<file path="config.mk">
export PLATFORM = sky130hd
export DESIGN_NAME = control_unit
export DESIGN_NICKNAME = d
export VERILOG_FILES = /design/src/rtl/control_unit.sv
export SDC_FILE = /design/constraint.sdc
export NUM_CORES = 1
export LEC_CHECK = 0
export CELL_PAD_IN_SITES_DETAIL_PLACEMENT = 0
export CELL_PAD_IN_SITES_GLOBAL_PLACEMENT = 2
export CORE_MARGIN = 3
export CORE_UTILIZATION = 18
export CTS_CLUSTER_DIAMETER = 50
export DETAILED_ROUTE_END_ITERATION = 6
export PLACE_DENSITY = 0.88
export SLEW_MARGIN = 20
export SYNTH_ARGS = -nofsm -noshare
export SYNTH_HDL_FRONTEND = slang
export SYNTH_SLANG_ARGS = --single-unit
</file>
<file path="constraint.sdc">
create_clock -name Clock_i -period 2.96 [get_ports Clock_i]
set_input_delay 0.444 -clock Clock_i [delete_from_list [all_inputs] [get_ports Clock_i]]
set_output_delay 0.444 -clock Clock_i [all_outputs]
set_load 0.02 [all_outputs]
</file>
<file path="src/rtl/control_unit.sv">
// Hardwired control sequencer: three-step fetch, then a per-opcode execute sequence.
// Moore outputs decoded from the present state (and opcode in T3-T7); memory steps may stall on MemDone.
module control_unit #(
   parameter bit MEM_HANDSHAKE = 1'b1
) (
   input  logic        Clock_i,
   input  logic        Clear_i,
   input  logic [31:0] IR_i,
   input  logic        CON_FF_i,
   input  logic        MemDone_i,
   input  logic        Stop_i,
   output logic        PCout_o,
   output logic        Zhighout_o,
   output logic        Zlowout_o,
   output logic        MDRout_o,
   output logic        InPortout_o,
   output logic        BAout_o,
   output logic        Cout_o,
   output logic        MARin_o,
   output logic        Zin_o,
   output logic        PCin_o,
   output logic        MDRin_o,
   output logic        IRin_o,
   output logic        Yin_o,
   output logic        OutPortin_o,
   output logic        CONin_o,
   output logic        IncPC_o,
   output logic        Read_o,
   output logic        Write_o,
   output logic        Gra_o,
   output logic        Grb_o,
   output logic        Grc_o,
   output logic        Rin_o,
   output logic        Rout_o,
   output logic [3:0]  AluOp_o,
   output logic        Run_o
);

   typedef enum logic [3:0] {
      RESET_S, T0, T1, T2, T3, T4, T5, T6, T7, HALT_S
   } state_t;

   localparam logic [4:0] OP_LD   = 5'b00000, OP_LDI  = 5'b00001, OP_ST   = 5'b00010;
   localparam logic [4:0] OP_ADD  = 5'b00011, OP_SUB  = 5'b00100, OP_AND  = 5'b00101;
   localparam logic [4:0] OP_OR   = 5'b00110, OP_ADDI = 5'b01100, OP_ANDI = 5'b01101;
   localparam logic [4:0] OP_ORI  = 5'b01110, OP_BR   = 5'b10010, OP_JR   = 5'b10011;
   localparam logic [4:0] OP_IN   = 5'b10110, OP_OUT  = 5'b10111, OP_NOP  = 5'b11010;
   localparam logic [4:0] OP_HALT = 5'b11011;

   localparam logic [3:0] ALU_ADD = 4'b0000, ALU_SUB = 4'b0001;
   localparam logic [3:0] ALU_AND = 4'b0010, ALU_OR  = 4'b0011;

   state_t     state_q, state_d;
   logic [4:0] opcode;
   logic       is_reg_alu, is_imm_alu, is_addr_calc, mem_ok;
   logic [3:0] alu_sel;
   logic       unused_ir;

   assign opcode       = IR_i[31:27];
   assign unused_ir    = ^IR_i[26:0];
   assign is_reg_alu   = (opcode == OP_ADD) || (opcode == OP_SUB) ||
                         (opcode == OP_AND) || (opcode == OP_OR);
   assign is_imm_alu   = (opcode == OP_ADDI) || (opcode == OP_ANDI) || (opcode == OP_ORI);
   assign is_addr_calc = (opcode == OP_LDI) || (opcode == OP_LD) || (opcode == OP_ST);
   // Without the handshake every memory step completes in a single cycle.
   assign mem_ok       = !MEM_HANDSHAKE || MemDone_i;

   always_comb begin
      alu_sel = ALU_ADD;
      case (opcode)
         OP_SUB:          alu_sel = ALU_SUB;
         OP_AND, OP_ANDI: alu_sel = ALU_AND;
         OP_OR,  OP_ORI:  alu_sel = ALU_OR;
         default:         alu_sel = ALU_ADD;
      endcase
   end

   always_ff @(posedge Clock_i or posedge Clear_i) begin
      if (Clear_i) state_q <= RESET_S;
      else         state_q <= state_d;
   end

   always_comb begin
      state_d     = state_q;
      PCout_o     = 1'b0; Zhighout_o  = 1'b0; Zlowout_o = 1'b0; MDRout_o  = 1'b0;
      InPortout_o = 1'b0; BAout_o     = 1'b0; Cout_o    = 1'b0; MARin_o   = 1'b0;
      Zin_o       = 1'b0; PCin_o      = 1'b0; MDRin_o   = 1'b0; IRin_o    = 1'b0;
      Yin_o       = 1'b0; OutPortin_o = 1'b0; CONin_o   = 1'b0; IncPC_o   = 1'b0;
      Read_o      = 1'b0; Write_o     = 1'b0; Gra_o     = 1'b0; Grb_o     = 1'b0;
      Grc_o       = 1'b0; Rin_o       = 1'b0; Rout_o    = 1'b0; AluOp_o   = ALU_ADD;
      Run_o       = (state_q != RESET_S) && (state_q != HALT_S);

      case (state_q)
         RESET_S: state_d = T0;
         T0: begin
            PCout_o = 1'b1; MARin_o = 1'b1; IncPC_o = 1'b1; Zin_o = 1'b1;
            state_d = T1;
         end
         T1: begin
            Zlowout_o = 1'b1; PCin_o = 1'b1; Read_o = 1'b1; MDRin_o = 1'b1;
            if (mem_ok) state_d = T2;
         end
         T2: begin
            MDRout_o = 1'b1; IRin_o = 1'b1;
            state_d  = T3;
         end
         T3: begin
            if (is_reg_alu || is_imm_alu) begin
               Grb_o = 1'b1; Rout_o = 1'b1; Yin_o = 1'b1; state_d = T4;
            end else if (is_addr_calc) begin
               Grb_o = 1'b1; BAout_o = 1'b1; Yin_o = 1'b1; state_d = T4;
            end else begin
               case (opcode)
                  OP_BR:   begin Gra_o = 1'b1; Rout_o = 1'b1; CONin_o = 1'b1; state_d = T4; end
                  OP_JR:   begin Gra_o = 1'b1; Rout_o = 1'b1; PCin_o = 1'b1; state_d = T0; end
                  OP_IN:   begin InPortout_o = 1'b1; Gra_o = 1'b1; Rin_o = 1'b1; state_d = T0; end
                  OP_OUT:  begin Gra_o = 1'b1; Rout_o = 1'b1; OutPortin_o = 1'b1; state_d = T0; end
                  OP_NOP:  state_d = T0;
                  default: state_d = HALT_S;
               endcase
            end
         end
         T4: begin
            if (is_reg_alu) begin
               Grc_o = 1'b1; Rout_o = 1'b1; Zin_o = 1'b1; AluOp_o = alu_sel; state_d = T5;
            end else if (is_imm_alu) begin
               Cout_o = 1'b1; Zin_o = 1'b1; AluOp_o = alu_sel; state_d = T5;
            end else if (is_addr_calc) begin
               Cout_o = 1'b1; Zin_o = 1'b1; state_d = T5;
            end else if (opcode == OP_BR) begin
               PCout_o = 1'b1; Yin_o = 1'b1; state_d = T5;
            end else begin
               state_d = HALT_S;
            end
         end
         T5: begin
            if (is_reg_alu || is_imm_alu || opcode == OP_LDI) begin
               Zlowout_o = 1'b1; Gra_o = 1'b1; Rin_o = 1'b1; state_d = T0;
            end else if (opcode == OP_LD || opcode == OP_ST) begin
               Zlowout_o = 1'b1; MARin_o = 1'b1; state_d = T6;
            end else if (opcode == OP_BR) begin
               Cout_o = 1'b1; Zin_o = 1'b1; state_d = T6;
            end else begin
               state_d = HALT_S;
            end
         end
         T6: begin
            case (opcode)
               OP_LD: begin
                  Read_o = 1'b1; MDRin_o = 1'b1;
                  if (mem_ok) state_d = T7;
               end
               OP_ST:   begin Gra_o = 1'b1; Rout_o = 1'b1; MDRin_o = 1'b1; state_d = T7; end
               OP_BR:   begin Zlowout_o = 1'b1; PCin_o = CON_FF_i; state_d = T0; end
               default: state_d = HALT_S;
            endcase
         end
         T7: begin
            case (opcode)
               OP_LD: begin MDRout_o = 1'b1; Gra_o = 1'b1; Rin_o = 1'b1; state_d = T0; end
               OP_ST: begin
                  Write_o = 1'b1;
                  if (mem_ok) state_d = T0;
               end
               default: state_d = HALT_S;
            endcase
         end
         HALT_S:  state_d = HALT_S;
         default: state_d = HALT_S;
      endcase

      // A pending Stop diverts every instruction boundary into HALT_S.
      if (state_d == T0 && Stop_i) state_d = HALT_S;
   end

endmodule

</file>
==> flow_summary.ini <==
[grt]
grt_remaining_overflow = 0
grt_pass1_wl_um = 5730
grt_pass1_vias = 1199
grt_usage_pct = 11.1
grt_max_degree = 15
antenna_found_initial = 0

[min_path]
min_path_type = in2async

[synth]
yosys_warnings = 0
synth-xor-area-share_pct = 1.83
synth_flop_cell = dfrtp_1
ys_types = 52
synthMuxAreaShare_pct = 2.10
synth.avg_cell_area_sq_um = 6.36
async_flop_share_pct = 100
synth_compound_area_share_pct = 24.9
synth.top_cell.area_share_pct = 10.5
yosys.area_share.adder_pct = 1.05
ys_top_cells_by_area = dfrtp_1, nor2_1, nand2b_1
netlist_instances = 150
synth_top_family_by_area = simple AND/OR/NAND/NOR gates
ys_seq_elements = 4
ys_seq_area_share_pct = 10.5
synth_edf_count = 0
synth-simple-area-share_pct = 49.9
yosys.area.top_type = dfrtp_1
syn-cell-area_sq_um = 955

[placement]
dpl.hpwl_um = 2730
gp_congestion = 0.840
port_buffers = 34
dp.cells = 262
place_area_sq_um = 1500

[floorplanning]
core-area_sq_um = 4910
die_y_um = 78.8
start_util_pct = 19.4
pin_count = 65
fp-row-count = 25
dieWidth_um = 78.8
die_area_sq_um = 6210

[worst_setup_path]
end_kind = output port
crit_required_ps = 2520
cp_cell_sequence = clkdlybuf4s50_1 > buf_4 > or3_1 > nor3_2 > buf_4 > clkdlybuf4s50_1
crit_fanout = 11
startpoint_type = primary input
rrSetupSlack_ps = 920
regToRegEndpoint = state_q[3]$_DFF_PP0_
timing.rr.start = state_q[0]$_DFF_PP0_
crit_slowest_cell = clkdlybuf4s50_1
crit_type = in2out
crit_end = Grc_o
arrival_ps = 2450
rr_worst_depth = 6
max_stage_delay_ps = 590
crit_start = IR_i[31]

[drt]
ant_nets = 0
drc = 0
routedWlPerCell_um = 13.1
wl_um = 3480
vias = 1259
first_pass_iters = 4
drtIter0Drc = 82
viasPerCell = 4.75

[finish]
final_common_cell = buf_4
layout_common_cells = buf_4, clkdlybuf4s50_1, nor2_1
largestRegisters = state_q x4
top_register = state_q
post-route-util_pct = 31.8
largest_register_ff_count = 4
drive_gt1_share_pct = 17.7
final_net_count = 237
final_area_sq_um = 1560
stdcell_count = 265
area_growth_pct = 63.8
num_antenna_cells = 0

[clocking]
tritoncts = yes
clk_pin_slew_ps = 30
numCtsBuffers = 3
clock_sinks = 4
clkLatencyLatePin_ps = 210
cts_setup_buffers = 0
htree_levels = 1
clock_tree.root_cell = clkbuf_8
clockBufferDepth = 2
hold_buffers = 0

[power]
power.leakage_nw = 0.727
powerDensity_nw_per_um2 = 623
p_total_w = 0.000975
peakVddDrop_v = 0.000355

[sta]
setup_tns_ps = 0
final_hold_viol_count = 0
finalMaxSlewViolations = 0
rsz0062_at_grt = false
setup_violations = 0
max_freq_ghz = 0.345
fin_crit_sh_pct = 97.9
fin_crit_ps = 2900
final.setup_skew_ps = 0.615

[flow_run]
drv_cap = 0

[run_status]
status = completed
[Yosys cell counts, drive strengths merged (3+ instances only)]
master / count
nand2b: 9
nor3: 8
dfrtp: 4
buf: 6
a31oi: 4
a21oi: 6
nor2b: 4
nand3: 11
nand2: 13
clkbuf: 10
nor4: 3
nor2: 18
o21ai: 6
or2: 3
inv: 3
or3: 4
[through the flow]
stage	setup slack, ps	hold slack [ps]
6_report	61.7	419
3_3_place_gp	-89.5	633
3_5_place_dp	-105	641
4_1_cts	21.7	421
2_1_floorplan	483	210
5_1_grt	0.785	442
[power breakdown]
group	switching, W	internal, W
Combinational	0.000389	0.000335
Clock	0.0000247	0.0000864
Sequential	0.0000605	0.0000801
[cell families (layout without fill, tap and decap cells)]
| kind of cell | count (synthesis) | in the layout |
|---|---|---|
| and+or+nand+nor | 86 | 86 |
| AOI/OAI and AO/OA | 34 | 34 |
| buffers and inverters | 20 | 66 |
| DFF | 4 | 4 |
| xor gates and xnor gates | 2 | 2 |
| muxes | 2 | 2 |
| adders and majority gates | 1 | 1 |
| other | 1 | 3 |
[metal layers]
layer | GRT usage (%) | wire, um | vias up
li1 | - | - | 645
met3 | 1.02 | 191 | 0
met5 | 0 | 0 | -
met1 | 16.7 | 1820 | 572
met4 | 2.58 | 0 | 0
met2 | 16.9 | 1470 | 42
[layout make-up]
| class | count | area, sq um |
|---|---|---|
| sequential | 4 | 100 |
| multi-input combinational | 128 | 781 |
| fill | 554 | 3350 |
| tap | 67 | 83.8 |
| timing repair buffer | 59 | 543 |
| inverter | 4 | 15.0 |
| clock buffer | 3 | 41.3 |
[what timing repair did]
action                                  CTS  global route
endpoints found under the setup margin    5             9
pin swaps                                 0             1
resized for setup                         5             9
[critical path: cells and delay by family]
kind,cells,cell delay [ps]
simple gates,2,690
buf+inv,4,1330
[worst min-delay path by stage]
stage	slack (ps)	to	depth (start not counted)	from
finish	420	state_q[2]$_DFF_PP0_	2	Clear_i
global route	440	state_q[0]$_DFF_PP0_	2	Clear_i
CTS	420	state_q[3]$_DFF_PP0_	2	Clear_i
detailed placement	640	state_q[3]$_DFF_PP0_	2	Clear_i
global placement	630	state_q[3]$_DFF_PP0_	2	Clear_i
floorplan	210	state_q[0]$_DFF_PP0_	1	Clear_i
Power figures use the tool's default switching activity.
